[config.mk]
export PLATFORM = sky130hd
export DESIGN_NAME = led_status_driver
export DESIGN_NICKNAME = d
export VERILOG_FILES = /design/src/rtl/led_pkg.sv /design/src/rtl/led_stretch_channel.sv /design/src/rtl/led_status_driver.sv
export SDC_FILE = /design/constraint.sdc
export NUM_CORES = 1
export LEC_CHECK = 0
export BUFFER_PORTS_ARGS = -buffer_cell sky130_fd_sc_hd__buf_2
export CAP_MARGIN = 20
export CORE_AREA = 2 2 134 149
export CTS_CLUSTER_DIAMETER = 120
export DETAILED_ROUTE_END_ITERATION = 16
export DIE_AREA = 0 0 136 151
export GPL_ROUTABILITY_DRIVEN = 0
export PLACE_DENSITY_LB_ADDON = 0.2
export RECOVER_POWER = 25
export SETUP_SLACK_MARGIN = 0.02
export SLEW_MARGIN = 20
export SYNTH_ARGS = -nofsm -noshare
export SYNTH_HDL_FRONTEND = slang
export SYNTH_SLANG_ARGS = --single-unit
[constraint.sdc]
create_clock -name i_clk -period 10.9 [get_ports i_clk]
set_input_delay 1.09 -clock i_clk [delete_from_list [all_inputs] [get_ports i_clk]]
set_output_delay 1.09 -clock i_clk [all_outputs]
set_load 0.01 [all_outputs]
[src/rtl/led_pkg.sv]
// Shared types and helpers for the status LED driver.
package led_pkg;

  typedef enum logic [1:0] {
    LED_DIRECT  = 2'b00,
    LED_STRETCH = 2'b01,
    LED_BLINK   = 2'b10,
    LED_OFF     = 2'b11
  } led_mode_e;

  function automatic int unsigned ms_div(input int unsigned clk_hz);
    return clk_hz / 1000;
  endfunction

endpackage

[src/rtl/led_stretch_channel.sv]
// One LED channel: input synchroniser, pulse-stretch counter and mode mux.
module led_stretch_channel
  import led_pkg::*;
#(
  parameter int unsigned STRETCH_MS  = 50,
  parameter int unsigned SYNC_STAGES = 2
) (
  input  logic       i_clk,
  input  logic       i_reset,
  input  logic       i_bit,
  input  logic [1:0] i_mode,
  input  logic       i_ms_tick,
  input  logic       i_blink_phase,
  input  logic       i_lamp_test,
  output logic       o_lit
);

  localparam int unsigned CW = $clog2(STRETCH_MS + 1);

  logic [SYNC_STAGES-1:0] r_sync;
  logic [CW-1:0]          r_cnt;
  logic                   w_s_in;
  led_mode_e              w_mode;

  assign w_s_in = r_sync[SYNC_STAGES-1];
  assign w_mode = led_mode_e'(i_mode);

  always_ff @(posedge i_clk or posedge i_reset) begin
    if (i_reset) begin
      r_sync <= '0;
    end else begin
      r_sync[0] <= i_bit;
      for (int i = 1; i < SYNC_STAGES; i++) begin
        r_sync[i] <= r_sync[i-1];
      end
    end
  end

  // A live input reloads even on a tick; the count saturates at zero.
  always_ff @(posedge i_clk or posedge i_reset) begin
    if (i_reset) begin
      r_cnt <= '0;
    end else if (w_s_in) begin
      r_cnt <= CW'(STRETCH_MS);
    end else if (i_ms_tick && (r_cnt != '0)) begin
      r_cnt <= r_cnt - CW'(1);
    end
  end

  always_comb begin
    o_lit = 1'b0;
    unique case (w_mode)
      LED_DIRECT:  o_lit = w_s_in;
      LED_STRETCH: o_lit = w_s_in | (r_cnt != '0);
      LED_BLINK:   o_lit = w_s_in & i_blink_phase;
      LED_OFF:     o_lit = 1'b0;
    endcase
    if (i_lamp_test) o_lit = 1'b1;
  end

endmodule

[src/rtl/led_status_driver.sv]
// Status LED driver: shared ms/blink timebase, per-channel lit logic and
// registered, polarity-corrected pin outputs.
module led_status_driver
  import led_pkg::*;
#(
  parameter int unsigned N_LEDS      = 10,
  parameter int unsigned CLK_HZ      = 50_000_000,
  parameter int unsigned STRETCH_MS  = 50,
  parameter int unsigned BLINK_HZ    = 2,
  parameter int unsigned SYNC_STAGES = 2,
  parameter int unsigned ACTIVE_LOW  = 1
) (
  input  logic                  i_clk,
  input  logic                  i_reset,
  input  logic [N_LEDS-1:0]     i_inputbits,
  input  logic [2*N_LEDS-1:0]   i_mode,
  input  logic                  i_lamp_test,
  output logic [N_LEDS-1:0]     o_outputbits
);

  localparam int unsigned MS_DIV   = ms_div(CLK_HZ);
  localparam int unsigned PW       = (MS_DIV > 1) ? $clog2(MS_DIV) : 1;
  localparam int unsigned BLINK_MS = 500 / BLINK_HZ;
  localparam int unsigned BW       = (BLINK_MS > 1) ? $clog2(BLINK_MS) : 1;
  localparam logic        OFF_LVL  = (ACTIVE_LOW != 0);

  logic [PW-1:0]          r_presc;
  logic [BW-1:0]          r_blink_cnt;
  logic                   r_blink_phase;
  logic [SYNC_STAGES-1:0] r_lamp_sync;
  logic [N_LEDS-1:0]      r_out;
  logic                   w_ms_tick;
  logic                   w_lamp_test;
  logic [N_LEDS-1:0]      w_lit;

  assign w_ms_tick   = (r_presc == PW'(MS_DIV - 1));
  assign w_lamp_test = r_lamp_sync[SYNC_STAGES-1];

  always_ff @(posedge i_clk or posedge i_reset) begin
    if (i_reset) begin
      r_presc <= '0;
    end else if (w_ms_tick) begin
      r_presc <= '0;
    end else begin
      r_presc <= r_presc + PW'(1);
    end
  end

  // Phase starts off, so the first toggle lights blinking channels.
  always_ff @(posedge i_clk or posedge i_reset) begin
    if (i_reset) begin
      r_blink_cnt   <= '0;
      r_blink_phase <= 1'b0;
    end else if (w_ms_tick) begin
      if (r_blink_cnt == BW'(BLINK_MS - 1)) begin
        r_blink_cnt   <= '0;
        r_blink_phase <= ~r_blink_phase;
      end else begin
        r_blink_cnt <= r_blink_cnt + BW'(1);
      end
    end
  end

  always_ff @(posedge i_clk or posedge i_reset) begin
    if (i_reset) begin
      r_lamp_sync <= '0;
    end else begin
      r_lamp_sync[0] <= i_lamp_test;
      for (int i = 1; i < SYNC_STAGES; i++) begin
        r_lamp_sync[i] <= r_lamp_sync[i-1];
      end
    end
  end

  for (genvar k = 0; k < N_LEDS; k++) begin : g_ch
    led_stretch_channel #(
      .STRETCH_MS  (STRETCH_MS),
      .SYNC_STAGES (SYNC_STAGES)
    ) u_ch (
      .i_clk         (i_clk),
      .i_reset       (i_reset),
      .i_bit         (i_inputbits[k]),
      .i_mode        (i_mode[2*k+1:2*k]),
      .i_ms_tick     (w_ms_tick),
      .i_blink_phase (r_blink_phase),
      .i_lamp_test   (w_lamp_test),
      .o_lit         (w_lit[k])
    );
  end

  always_ff @(posedge i_clk or posedge i_reset) begin
    if (i_reset) begin
      r_out <= {N_LEDS{OFF_LVL}};
    end else begin
      r_out <= w_lit ^ {N_LEDS{OFF_LVL}};
    end
  end

  assign o_outputbits = r_out;

endmodule
==> flow_metrics.env <==
export IMPL_grt_util_all_layers=0.134
export IMPL_ctsHoldBuffers=0
export IMPL_floorplan_die_height_microns=151
export IMPL_layout_common_cells="dfrtp_1 (107), o21ai_0 (57), inv_1 (43)"
export IMPL_drt_antenna_violating_nets=0
export IMPL_maximum_number_of_pins_on_one_net_before_global_route_repair=70
export IMPL_starting_drt_drc_count=218
export IMPL_vias=4339
export IMPL_cp_buffers_inverters=1
export IMPL_finalCriticalPeriod_ps=3070
export IMPL_clock_insertion_delay_worst_skew_ps=410
export IMPL_antenna_found_initial=0
export IMPL_port_buffer_count=42
export IMPL_slew_at_the_pin_closest_to_its_max_slew_limit_ps=2430
export IMPL_largest_stage_delay_on_the_critical_path_ps=770
export IMPL_status="complete, but fails checks"
export IMPL_layout_commonest_cell="dfrtp_1"
export IMPL_failed_checks="max-capacitance violations, max-slew violations"
export IMPL_dieArea_sq_um=20500
export IMPL_area_growth_synth_to_final_pct=18.3
export IMPL_final_clock_skew_ps=13.0
export IMPL_via_count_of_the_first_global_routing_pass=4339
export IMPL_numCtsBuffers=17
export IMPL_post_cts_repair_setup_buffers=0
export IMPL_maxCapViolCount=1
export IMPL_design_final_nets=662
export IMPL_antenna_diode_count=0
export IMPL_path_cells="ha_1, nand4_1, nor4_4, buf_4, nand3_1, mux2_2"
export IMPL_cts_sinks=117
export IMPL_cell_type_of_the_slowest_stage_on_the_worst_timing_path="nor4_4"
export IMPL_pin_count=43
export IMPL_die_w_microns=136
export IMPL_required_ps=11190
export IMPL_detailedRoute_firstPassIterationCount=5
export IMPL_syn_inst=566
export IMPL_setup_viol=0
export IMPL_cts_tree="yes"
export IMPL_grtUsageMet1=0.167
export IMPL_postcts_resize_cnt=0
export IMPL_cp_top_family="simple AND/OR/NAND/NOR gates"
export IMPL_grt_overflow=0
export IMPL_cts_htree_levels=4
export IMPL_synth_area_per_cell_sq_um=10.2
export IMPL_synth_enable_flop_cells=0
export IMPL_clock_fmax_mhz=325
export IMPL_final_wirelength_mm=12.8
export IMPL_synth_seq_cells=117
export IMPL_hpwlAfterDp_mm=8.31
export IMPL_power_density_nw_per_um2=155
export IMPL_finalCritPeriodShare=0.282
export IMPL_post_layout_nonfiller_instances=866
export IMPL_synth_warning_count=0
export IMPL_end_kind="flop"
export IMPL_cts_clk_slew_worst_paths_ps=60
export IMPL_worstSetupStartpointType="flop"
export IMPL_ir_drop_mv=0.0993
export IMPL_fp_coreArea_sq_um=19000
export IMPL_min_path_type="reg2reg"
export IMPL_drive_above_1_share=0.174
export IMPL_synth_flop_cell="dfrtp_1"
export IMPL_placementRows=53
export IMPL_critPathArrivalTime_ps=3370
export IMPL_syn_nets=622
export IMPL_timing_worst_setup_path_type="reg2reg"
export IMPL_grt_busiest_layer="met2"
export IMPL_drc=0
export IMPL_avgRoutedWirePerCell_microns=14.8
export IMPL_initial_utilization=0.304
export IMPL_clock_tree_buffer_depth=2
export IMPL_finalHoldViolations=0
export IMPL_utilization=0.360
export IMPL_worst_hold_slack_across_all_endpoints_ps=346
export IMPL_grt_use_met3=0.0341
export IMPL_fillCellCount=1935
export IMPL_timing_max_transition_violations_final=54
export IMPL_grt_pass1_wl_mm=21.7
export IMPL_globalRouteMet2Util=0.225
export IMPL_vias_per_cell=5.01
export IMPL_lkg_pwr_nw=2.74
export IMPL_path_max_fanout=69
export IMPL_yosysUniqueCellTypes=51
export IMPL_finalPower_mw=1.06
export IMPL_setup_total_negative_slack_ps=0
export IMPL_grt_setup_unrepaired="no"
export IMPL_cts_root_buffer_cell="clkbuf_16"
export IMPL_syn_cell_area_sq_um=5770
export IMPL_max_slew_margin=-0.626
export IMPL_dp_cells=834
export IMPL_postSynth_asyncResetShare=1.00
export IMPL_yosysSeqAreaShare=0.509
area by class of cell:
type | count | area [sq um] | area share
flip-flops and latches | 117 | 2940 | 0.430
multi-input cells | 381 | 2570 | 0.376
clock buffers | 24 | 492 | 0.0720
well taps | 247 | 309 | 0.0452
repair buffers | 45 | 233 | 0.0341
inverters | 44 | 166 | 0.0244
clock inverters | 8 | 123 | 0.0180
metal layers:
layer  wire length [microns]  part of all wire
met1                    6010              0.47
met2                    6390              0.50
met3                     279             0.022
met4                     150             0.012
met5                       0                 0
path summary, 6_finish.rpt:
path | startpoint | endpoint | slack (ps) | depth (start not counted)
worst max-delay path | r_presc[0]$_DFF_PP0_ | g_ch[9].u_ch.r_cnt[3]$_DFFE_PP0P_ | 7830 | 6
worst min register to register | g_ch[3].u_ch.r_sync[0]$_DFF_PP0_ | g_ch[3].u_ch.r_sync[1]$_DFF_PP0_ | 350 | 0
max in group asynchronous | i_reset | g_ch[5].u_ch.r_cnt[2]$_DFFE_PP0P_ | 7850 | 3
worst min-delay path | g_ch[3].u_ch.r_sync[0]$_DFF_PP0_ | g_ch[3].u_ch.r_sync[1]$_DFF_PP0_ | 350 | 0
min in group asynchronous | i_reset | g_ch[4].u_ch.r_cnt[1]$_DFFE_PP0P_ | 1330 | 2
worst max register to register | r_presc[0]$_DFF_PP0_ | g_ch[9].u_ch.r_cnt[3]$_DFFE_PP0P_ | 7830 | 6
synth_stat cells, drive strengths merged, types with 4 or more instances:
library cell,number,area [sq um]
o21ai,57,285
mux2i,4,40.0
mux2,5,56.3
a21o,16,120
xnor2,7,61.3
or3,14,87.6
o31ai,4,30.0
a31oi,5,31.3
ha,23,288
a21oi,32,160
dfrtp,107,2680
clkbuf,15,56.3
nand3,31,155
a221oi,10,87.6
nand2,6,22.5
inv,44,165
nor4,10,109
nor3,15,75.1
or4,5,41.3
a41oi,4,35.0
nand4b,10,87.6
nor2,37,139
or3b,8,70.1
buf,9,43.8
xor2,6,52.6
a41o,6,60.1
and3,11,68.8
dfstp,10,263
nor3b,5,37.5
nor2b,15,93.8
nand4,15,93.8
stage by stage:
step / setup WS, ps / instance area, sq um
finish: 7830 / 6830
floorplan: 6730 / 5770
global placement: 7910 / 6220
global route: 7290 / 6830
CTS: 7820 / 6830
detailed placement: 7830 / 6220
state kept, by name (all words and copies together) (netlist names):
| name | cells |
|---|---|
| r_presc | 16 |
| g_ch.u_ch.r_sync | 20 |
| r_blink_cnt | 8 |
| r_lamp_sync | 2 |
| o_outputbits | 10 |
| r_blink_phase | 1 |
| g_ch.u_ch.r_cnt | 60 |
cell families after synthesis:
kind of cell	synth area share
AO/OA/AOI/OAI	0.150
XOR/XNOR	0.0197
adder cells (fa/ha/maj)	0.0498
buffers and inverters	0.0459
flip-flops	0.509
multiplexers	0.0167
AND/OR/NAND/NOR	0.208
report_power, final:
group	switching (mW)	internal, mW
Combinational	0.0157	0.00927
Sequential	0.00654	0.443
Clock	0.199	0.383
Total	0.221	0.836
Note: power is estimated with default switching activity, not from simulation.
